File: src/rtl/lsu_pkg.sv
// Shared types and the store-lane merge helper for the load/store unit.
package lsu_pkg;

  typedef enum logic [1:0] {MEM_B = 2'd0, MEM_H = 2'd1, MEM_W = 2'd2} mem_size_e;
  typedef enum logic {IDLE = 1'b0, RMW_WR = 1'b1} lsu_state_e;

  // Replace one byte or half of a word, leaving every other bit untouched.
  function automatic logic [31:0] merge_lane(input logic [31:0] word,
                                             input logic [31:0] data,
                                             input logic [1:0]  addr_lo,
                                             input logic        is_half);
    logic [31:0] r;
    r = word;
    if (is_half) begin
      if (addr_lo[1]) r[31:16] = data[15:0];
      else            r[15:0]  = data[15:0];
    end else begin
      r[{addr_lo, 3'b000} +: 8] = data[7:0];
    end
    return r;
  endfunction

endpackage

File: src/rtl/lsu_load_align.sv
// Selects the addressed byte/half of a loaded word and sign- or zero-extends it.
module lsu_load_align
  import lsu_pkg::*;
(
  input  logic [31:0] word,
  input  logic [1:0]  addr_lo,
  input  logic [1:0]  size,
  input  logic        is_unsigned,
  output logic [31:0] data
);

  logic [7:0]  byte_v;
  logic [15:0] half_v;

  always_comb begin
    data   = '0;
    byte_v = word[{addr_lo, 3'b000} +: 8];
    half_v = addr_lo[1] ? word[31:16] : word[15:0];
    case (mem_size_e'(size))
      MEM_B:   data = is_unsigned ? {24'b0, byte_v} : {{24{byte_v[7]}}, byte_v};
      MEM_H:   data = is_unsigned ? {16'b0, half_v} : {{16{half_v[15]}}, half_v};
      MEM_W:   data = word;
      default: data = '0;
    endcase
  end

endmodule

File: src/rtl/load_store_unit.sv
// Word-only data_mem front end: zero-latency loads and SW, two-cycle RMW for SB/SH.
// Handshake: Req_i is held stable while Stall_o=1; Done_o marks the completing cycle.
module load_store_unit
  import lsu_pkg::*;
#(
  parameter int MEM_SIZE = 256
) (
  input  logic        clk_i,
  input  logic        reset_i,
  input  logic        Req_i,
  input  logic        Write_i,
  input  logic [1:0]  Size_i,
  input  logic        Unsigned_i,
  input  logic [31:0] Addr_i,
  input  logic [31:0] StoreData_i,
  output logic [31:0] LoadData_o,
  output logic        Done_o,
  output logic        Stall_o,
  output logic        Fault_o,
  output logic        MemRead_o,
  output logic        MemWrite_o,
  output logic [31:0] MemAddr_o,
  output logic [31:0] MemWData_o,
  input  logic [31:0] MemData_i,
  output logic        State_o
);

  localparam logic [29:0] MEM_WORDS = 30'(MEM_SIZE);

  lsu_state_e  state_q, state_d;
  logic [31:0] rmw_q;
  logic        rmw_load;
  logic        fault;
  logic [31:0] load_data;

  lsu_load_align u_align (
    .word        (MemData_i),
    .addr_lo     (Addr_i[1:0]),
    .size        (Size_i),
    .is_unsigned (Unsigned_i),
    .data        (load_data)
  );

  assign fault = (Size_i == MEM_H && Addr_i[0])
              || (Size_i == MEM_W && Addr_i[1:0] != 2'b00)
              || (Size_i == 2'd3)
              || (Addr_i[31:2] >= MEM_WORDS);

  always_ff @(posedge clk_i) begin
    if (reset_i) begin
      state_q <= IDLE;
      rmw_q   <= '0;
    end else begin
      state_q <= state_d;
      if (rmw_load) rmw_q <= MemData_i;
    end
  end

  always_comb begin
    state_d    = state_q;
    rmw_load   = 1'b0;
    LoadData_o = '0;
    Done_o     = 1'b0;
    Stall_o    = 1'b0;
    Fault_o    = 1'b0;
    MemRead_o  = 1'b0;
    MemWrite_o = 1'b0;
    MemWData_o = '0;
    MemAddr_o  = Addr_i & ~32'h3;
    State_o    = state_q;
    if (reset_i) begin
      // Reset aborts any pending RMW write and silences every output.
      MemAddr_o = '0;
      State_o   = 1'b0;
      state_d   = IDLE;
    end else begin
      case (state_q)
        IDLE: begin
          if (Req_i) begin
            if (fault) begin
              Fault_o = 1'b1;
              Done_o  = 1'b1;
            end else if (!Write_i) begin
              MemRead_o  = 1'b1;
              Done_o     = 1'b1;
              LoadData_o = load_data;
            end else if (Size_i == MEM_W) begin
              MemWrite_o = 1'b1;
              MemWData_o = StoreData_i;
              Done_o     = 1'b1;
            end else begin
              MemRead_o = 1'b1;
              Stall_o   = 1'b1;
              rmw_load  = 1'b1;
              state_d   = RMW_WR;
            end
          end
        end
        RMW_WR: begin
          // Lane and size come from the live request, held during the stall.
          MemWrite_o = 1'b1;
          MemWData_o = merge_lane(rmw_q, StoreData_i, Addr_i[1:0], Size_i == MEM_H);
          Done_o     = 1'b1;
          state_d    = IDLE;
        end
        default: state_d = IDLE;
      endcase
    end
  end

endmodule

File: config.mk
export PLATFORM = sky130hd
export DESIGN_NAME = load_store_unit
export DESIGN_NICKNAME = d
export VERILOG_FILES = /design/src/rtl/lsu_pkg.sv /design/src/rtl/lsu_load_align.sv /design/src/rtl/load_store_unit.sv
export SDC_FILE = /design/constraint.sdc
export NUM_CORES = 1
export LEC_CHECK = 0
export CAP_MARGIN = 15
export CORE_ASPECT_RATIO = 0.6
export CORE_UTILIZATION = 35
export CTS_CLUSTER_SIZE = 30
export DETAILED_ROUTE_END_ITERATION = 6
export GPL_ROUTABILITY_DRIVEN = 0
export PLACE_DENSITY = 0.76
export SETUP_SLACK_MARGIN = 0.2
export SKIP_LAST_GASP = 1
export SYNTH_ARGS = -nofsm -noshare
export SYNTH_HDL_FRONTEND = slang
export SYNTH_SLANG_ARGS = --single-unit
File: constraint.sdc
create_clock -name clk_i -period 2.9 [get_ports clk_i]
set_input_delay 0.58 -clock clk_i [delete_from_list [all_inputs] [get_ports clk_i]]
set_output_delay 0.58 -clock clk_i [all_outputs]
set_load 0.02 [all_outputs]
# == Word level (Yosys, flattened, before mapping) ==
# Index checks and enable logic that the tools add are counted.
# op_classes
add_sub_neg,1
magnitude_cmp,1
eq_ne,3
shifts,3
mux,48
n_bitwise,1
reduce_logical,7
# op_table
cell,n
$mux W32,14
$pmux W32 S3,1
$pmux W32 S2,1
$mux W16,3
$bwmux W32,1
$shift A8 B7 Y32 const A,1
$shiftx A32 B6 Y8,1
$shiftx A8 B7 Y32,1
$ge A30 B9 Y1 const B,1
$mux W1,25
$neg A5 Y7,1
$pmux W1 S2,3
$eq A2 B2 Y1 const B,2
$logic_or A1 B1 Y1,3
$eq A2 B1 Y1 const B,1
$logic_and A1 B1 Y1,2
$logic_not A2 Y1,1
$reduce_bool A2 Y1,1
$not A1 Y1,1
# totals
ff_bits,33
input_bits,103
output_inout_bits,102
wordCells,66

# == Longest topological paths before layout ==
# Gate-level depths: netlist of run 1.
# logic_depth
depth_word,9
depth_mapped,9
mapped_depth_nobuf,6

# == Cells and area by module ==
# A second synthesis of run 1 with hierarchy kept.
# unflattened
cells_unflattened,487
hier_area_um2,3856.2
# modules_own_cells
mod,n_inst,cells_each,area_each_um2,seq_area_each_um2
load_store_unit,1,369,3096.7,660.6
lsu_load_align,1,118,759.5,0.0

# == Worst setup path before layout of run 1 ==
# No wires, ideal clock.
# synth_timing
path_type,input-to-output
startpoint,input port Addr_i[1]
endpoint,output port MemWData_o[16]
arrival_ns,2.550
t_required_ns,2.320
slack_ns,-0.230
cell_stages,9
path_buffers,3
cell_sequence,buf_2 > buf_2 > inv_1 > ha_1 > nor4bb_1 > clkbuf_1 > a221oi_1 > a211o_1 > o21ai_0
# synth_via
elab_chain_len,9
elab_cells_between_ends,15
classes_between,1 x add/sub; 2 x shift; 7 x mux; 5 x reduce/logical
# synth_lines
element,line_no,rtl
"start, declared",load_store_unit.sv:14,"input logic [31:0] Addr_i,"
"parallel branches: the longest is 7 deep, another holds $neg A5 Y7",n/a,
$pmux W32 S2 *,load_store_unit.sv:77,case (state_q)
$mux W32 *,load_store_unit.sv:71,if (reset_i) begin
"end, declared",load_store_unit.sv:23,"output logic [31:0] MemWData_o,"
# Every way passes the cells marked *.

# == Worst setup path in the final report of run 1 ==
# layout_timing
startpoint,input port Addr_i[27]
endpoint,output port MemWData_o[13]
# layout_via
elab_chain_len,6
# layout_lines
element,line_no,rtl
$ge A30 B9 Y1,load_store_unit.sv:47,|| (Addr_i[31:2] >= MEM_WORDS);
$logic_or A1 B1 Y1,load_store_unit.sv:47,
$mux W32,load_store_unit.sv:80,if (fault) begin
$mux W32,load_store_unit.sv:79,if (Req_i) begin
$pmux W32 S2,load_store_unit.sv:77,
$mux W32,load_store_unit.sv:71,
# Every way passes these cells.

==> results of run 1 <==
[final cells by class]
cell class	instances	area, um2	area share
repair buffers	325	3360	0.405
multi-input cells	417	3770	0.455
flip-flops and latches	33	661	0.0796
inverters	39	156	0.0189
clock buffers	7	143	0.0172
well taps	139	174	0.0210
clock inverters	1	30.0	0.00362
[per-layer routing]
metal | GRT usage | up-vias | wire (um)
met5 | 0 | - | 0
met4 | 0.0949 | 0 | 520
met3 | 0.0946 | 50 | 2160
met2 | 0.576 | 358 | 9890
met1 | 0.402 | 2705 | 7800
li1 | - | 2516 | -
[how the worst max path moves through the flow]
stage	cells after the start	start	slack, ps	end
global route	9	Addr_i[27]	-120	LoadData_o[31]
finish	10	Addr_i[27]	-80	MemWData_o[13]
CTS	9	Addr_i[30]	-40	LoadData_o[2]
floorplan	7	Addr_i[1]	170	MemWData_o[16]
global placement	9	Addr_i[0]	-720	MemWData_o[21]
detailed placement	9	Addr_i[0]	-740	MemWData_o[19]
[through the flow]
stage,util,area [um2],worst slack (ps)
final,0.778,8300,-84.5
after global placement,0.656,7000,-720
after CTS,0.738,7870,-37.4
after floorplan,-,4330,175
after global routing,0.778,8300,-120
after detailed placement,0.656,7000,-743
[flip-flops by register name, indices dropped and copies added, names as in the netlist]
name	flops
rmw_q	32
state_q	1
[layout by cell type (no fill, tap or decap), types with 6 or more instances in the layout]
master and n:
buf_4 84, nor3_4 16, dfxtp_1 33, a211o_1 8, inv_1 36, nand2_1 98, a221oi_2 6, buf_2 6
nand4_1 9, a21oi_1 17, a21oi_4 11, buf_12 12, nor2_4 10, clkdlybuf4s50_1 100, o32ai_1 6, buf_16 7
clkbuf_16 7, a221oi_4 6, mux2i_1 63, clkbuf_2 10, a31oi_1 8, o21ai_0 14, a211oi_4 15, nor2b_1 31
o22ai_1 16, buf_6 89
[critical path: stages]
cell and delay, ps:
buf_6 90, or4_4 560, nor2_8 150, buf_6 110, buf_6 90, a41oi_4 190
buf_6 200, buf_12 140, a21oi_4 130, buf_6 130
[logic make-up (layout without fill, tap and decap cells)]
family                     after synthesis  in the layout  synth area share
buffers and inverters                   95            372             0.115
and+or+nand+nor                        199            199             0.261
muxes                                   65             65             0.175
other                                    1              2          0.000971
AOI/OAI and AO/OA                      146            146             0.261
DFF                                     33             33             0.171
adders and majority gates                5              5            0.0162
[power groups by stage]
stage | clock network (mW) | logic, mW | registers, mW
after floorplan | 0 | 0.281 | 0.463
after global placement | 0 | 0.615 | 0.463
after detailed placement | 0 | 0.628 | 0.463
after CTS | 0.615 | 0.665 | 0.454
after global routing | 0.637 | 0.762 | 0.453
final | 0.616 | 0.727 | 0.454
[what timing repair did]
| action | CTS | global route |
|---|---|---|
| setup buffers | 17 | 4 |
| pin swaps | 37 | 35 |
| endpoints found under the setup margin | 70 | 93 |
| cloned | 7 | 2 |
| gates resized for setup | 531 | 102 |
==> results.sh, run 1 <==
export IMPL_grt_max_degree=49
export IMPL_ant_nets=0
export IMPL_drcViolationCount=0
export IMPL_max_freq_mhz=335
export IMPL_instances_no_fill=961
export IMPL_maxCapViolCount=0
export IMPL_period_share=1.03
export IMPL_hold_slack_ps=477
export IMPL_period_needed_ps=2980
export IMPL_internal_power_mw=1.23
export IMPL_synth_distinct_cells=48
export IMPL_fp_dieW_um=138
export IMPL_start_util=0.362
export IMPL_violations="negative setup slack"
export IMPL_tns_ps=-1860
export IMPL_synthArstFlopShare=0
export IMPL_placed_cells=923
export IMPL_finalSetupViolations=42
export IMPL_slew_violations=0
export IMPL_cts_hold_buf=0
export IMPL_required_ps=2320
export IMPL_cts_root_buffer="clkbuf_16"
export IMPL_coreArea_um2=10700
export IMPL_clkTransAtPathRegs_ps=50
export IMPL_postSynthCellCount=544
export IMPL_synth_area_top_cells="dfxtp_1, mux2i_1, nand2_1, nor2b_1, a21oi_1"
export IMPL_die_area_um2=11500
export IMPL_antenna_cells=0
export IMPL_areaGrowthSynthToFinish_pct=115
export IMPL_num_vias=5629
export IMPL_whs_path_depth=2
export IMPL_status="complete, but fails checks"
export IMPL_final_nets=929
export IMPL_grt_pass1_wl_um=29700
export IMPL_clockPowerShare=0.343
export IMPL_num_io_pins=205
export IMPL_whs_endpoint="rmw_q[6]$_SDFFE_PP0P_"
export IMPL_cts_path_max_buffers=2
export IMPL_p_switching_mw=0.570
export IMPL_syn_area_um2=3860
export IMPL_finalWirelength_um=20400
export IMPL_synth_avg_cell_area_um2=7.10
export IMPL_rows=29
export IMPL_synth_seq_cells=33
export IMPL_pwr_share_seq=0.253
export IMPL_p_per_area_nw_per_um2=217
export IMPL_synth_edf_count=0
export IMPL_layout_setup_ws_ps=-84.5
export IMPL_synth_top_area_frac=0.171
export IMPL_antenna_found_initial=0
export IMPL_p_leak_nw=3.31
export IMPL_synth_seq_area_share=0.171
export IMPL_drive_gt1_frac=0.412
export IMPL_switching_share=0.317
export IMPL_yosysWarnings=0
export IMPL_grt_overflow=0
export IMPL_clock_skew_ps=4.19
export IMPL_cp_end_kind="output port"
export IMPL_yosysTopAreaCell="dfxtp_1"
export IMPL_cts_tree="done"
export IMPL_regToRegSetupSlack_ps=960
export IMPL_wl_per_cell_um=21.2
export IMPL_regToRegEndpoint="rmw_q[8]$_SDFFE_PP0P_"
export IMPL_clock_sinks=33
export IMPL_clock_latency_ps=280
export IMPL_die_h_um=83.4
export IMPL_grt_pass1_vias=5522
export IMPL_io_buffers=202
export IMPL_drt_pass1_iter_count=5
export IMPL_finalHoldViolations=0
export IMPL_place_hpwl_um=13900
export IMPL_p_comb_frac=0.405
export IMPL_drtIter0Drc=403
export IMPL_p_total_mw=1.80
export IMPL_min_from="rmw_q[6]$_SDFFE_PP0P_"
export IMPL_synth_common_cells="nand2_1, mux2i_1, inv_1"
export IMPL_crit_fanout=6
export IMPL_ys_flop_type="dfxtp_1"
export IMPL_cts_made_buffers=5
export IMPL_arrival_ps=2400
export IMPL_holdCritPathClass="flip-flop to flip-flop"
export IMPL_ctsHtreeMaxLevel=2
export IMPL_peakVddDrop_mv=0.219
export IMPL_r2r_start="state_q$_SDFF_PP0_"
export IMPL_track_usage=0.335
export IMPL_start_kind="input port"
export IMPL_fillCellCount=678
export IMPL_critPathKind="input port to output port"
export IMPL_rsz0062_at_grt="yes"
export IMPL_r2r_cells=6
export IMPL_synth_most_common_cell="nand2_1"
export IMPL_post_drt_via_cell_ratio=5.86
(Power assumes the default switching activity.)
==> inputs of run 2 (changes only) <==
CORE_MARGIN = 1   (was unset)
PLACE_DENSITY = 0.73   (was 0.76)
clock period = 3.58 ns   (was 2.9 ns; I/O delays follow)
==> run 2 against run 1 <==
Against the previous run: the flow now finishes without violations; cell count is 5.6% lower; cell area fell by 21%; total power decreased by 26%; routed wire length decreased by 13%; first-iteration DRC count fell by 0.25%; critical endpoint is now LoadData_o[2]; register-to-register slack improved by 740 ps; non-clock buffer count is 54 lower; via count decreased by 8.5%.
==> results.sh, run 2 (same netlist as run 1, synthesis figures left out) <==
export IMPL_final_nets=875
export IMPL_final_common_cell="clkdlybuf4s50_1"
export IMPL_design_area_um2=6520
export IMPL_cts_made_buffers=5
export IMPL_max_freq_mhz=298
export IMPL_p_leak_nw=2.71
export IMPL_peakVddDrop_mv=0.315
export IMPL_dr_wl_met3_um=1940
export IMPL_wl_met2_um=7930
export IMPL_period_share=0.936
export IMPL_clock_sinks=33
export IMPL_rsz0062_at_grt="yes"
export IMPL_dr_max_layer_used="met4"
export IMPL_period_needed_ps=3350
export IMPL_critPathKind="input port to output port"
export IMPL_drtIter0Drc=402
export IMPL_cp_cell_sequence="clkdlybuf4s50_1 > nor4_2 > buf_4 > and4_4 > nand4b_4 > clkbuf_16 > nor3_2 > buf_2"
export IMPL_p_per_area_nw_per_um2=205
export IMPL_largest_register_ffs=32
export IMPL_rows=29
export IMPL_clock_skew_ps=4.33
export IMPL_antenna_found_initial=0
export IMPL_drt_pass1_iter_count=4
export IMPL_ctsHtreeMaxLevel=2
export IMPL_required_ps=2860
export IMPL_antenna_cells=0
export IMPL_reg_top3="rmw_q x32, state_q x1"
export IMPL_post_drt_via_cell_ratio=5.68
export IMPL_dpl_cell_area_um2=6300
export IMPL_status="finished clean"
export IMPL_grt_pass1_vias=4844
export IMPL_start_kind="input port"
export IMPL_holdCritPathClass="flip-flop to flip-flop"
export IMPL_drcViolationCount=0
export IMPL_cts_hold_buf=0
export IMPL_drive_gt1_frac=0.250
export IMPL_num_io_pins=205
export IMPL_cts_path_max_buffers=2
export IMPL_areaGrowthSynthToFinish_pct=68.7
export IMPL_slew_violations=0
export IMPL_clkTransAtPathRegs_ps=60
export IMPL_coreArea_um2=10700
export IMPL_wl_per_cell_um=19.5
export IMPL_num_vias=5151
export IMPL_place_ws_ps=-549
export IMPL_p_total_mw=1.34
export IMPL_die_area_um2=11500
export IMPL_place_hpwl_um=13600
export IMPL_clock_latency_ps=270
export IMPL_grt_overflow=0
export IMPL_finalWirelength_um=17700
export IMPL_track_usage=0.289
export IMPL_finalSetupViolations=0
export IMPL_layout_setup_ws_ps=228
export IMPL_grt_pass1_wl_um=25700
export IMPL_cp_end_kind="output port"
export IMPL_crit_fanout=16
export IMPL_layout_common_cells="clkdlybuf4s50_1, nand2_1, buf_4"
export IMPL_io_buffers=202
export IMPL_finalHoldViolations=0
export IMPL_grt_max_degree=50
export IMPL_cp_slowest_stage_delay_ps=420
export IMPL_arrival_ps=2640
export IMPL_maxCapViolCount=0
export IMPL_cts_tree="done"
export IMPL_start_util=0.362
export IMPL_fp_dieW_um=138
export IMPL_cts_root_buffer="clkbuf_16"
export IMPL_hold_slack_ps=480
export IMPL_regToRegSetupSlack_ps=1700
export IMPL_m1WireLength_um=7580
export IMPL_top_register="rmw_q"
export IMPL_worst_path_max_delay_cell="clkdlybuf4s50_1"
export IMPL_ant_nets=0
export IMPL_die_h_um=83.4
-- run 2: changes by cell type in the layout (fill, tap and decap cells not counted), moves of 15 or more --
cell	change
a211oi_4	-15
a21oi_1	+15
buf_2	+31
buf_6	-86
clkdlybuf4s50_1	+18
nor3_4	-16
-- run 2: critical path, delay by kind of cell --
family | cells | cell delay (ps)
and+or+nand+nor | 4 | 890
buffers and inverters | 4 | 1020
-- run 2: per-stage QoR --
step,utilization,std cells,TNS [ps]
final,0.611,907,0
after global routing,0.611,907,0
after CTS,0.586,900,0
after detailed placement,0.591,890,-28270
after global placement,0.591,890,-25020
after floorplan,-,545,0
-- run 2: final timing paths --
check	start	to	cells after the start
worst max-delay path	Addr_i[25]	LoadData_o[2]	8
worst min-delay path	rmw_q[18]$_SDFFE_PP0P_	rmw_q[18]$_SDFFE_PP0P_	2
worst max register to register	state_q$_SDFF_PP0_	rmw_q[25]$_SDFFE_PP0P_	6
worst min register to register	rmw_q[18]$_SDFFE_PP0P_	rmw_q[18]$_SDFFE_PP0P_	2
-- run 2: routing by layer --
| layer | track usage | up-vias |
|---|---|---|
| met2 | 0.469 | 282 |
| met3 | 0.0702 | 26 |
| met1 | 0.389 | 2442 |
| met5 | 0 | - |
| li1 | - | 2401 |
| met4 | 0.0440 | 0 |
-- run 2: timing repair --
item,in CTS,in global routing
cloned,0,2
buffers inserted,2,5
setup endpoints to repair,69,47
gates resized for setup,333,49
pin swaps,12,8
-- run 2: area by class of cell --
class | count | area, um2
Sequential cell | 33 | 661
Fill cell | 941 | 4150
Inverter | 39 | 146
Tap cell | 139 | 174
Clock buffer | 5 | 125
Multi-Input combinational cell | 417 | 2920
Clock inverter | 3 | 46.3
Timing Repair Buffer | 271 | 2440
-- run 2: report_power, final --
part | switching, mW | internal (mW)
registers | 0.00000000833 | 0.367
clock network | 0.163 | 0.329
logic | 0.236 | 0.241
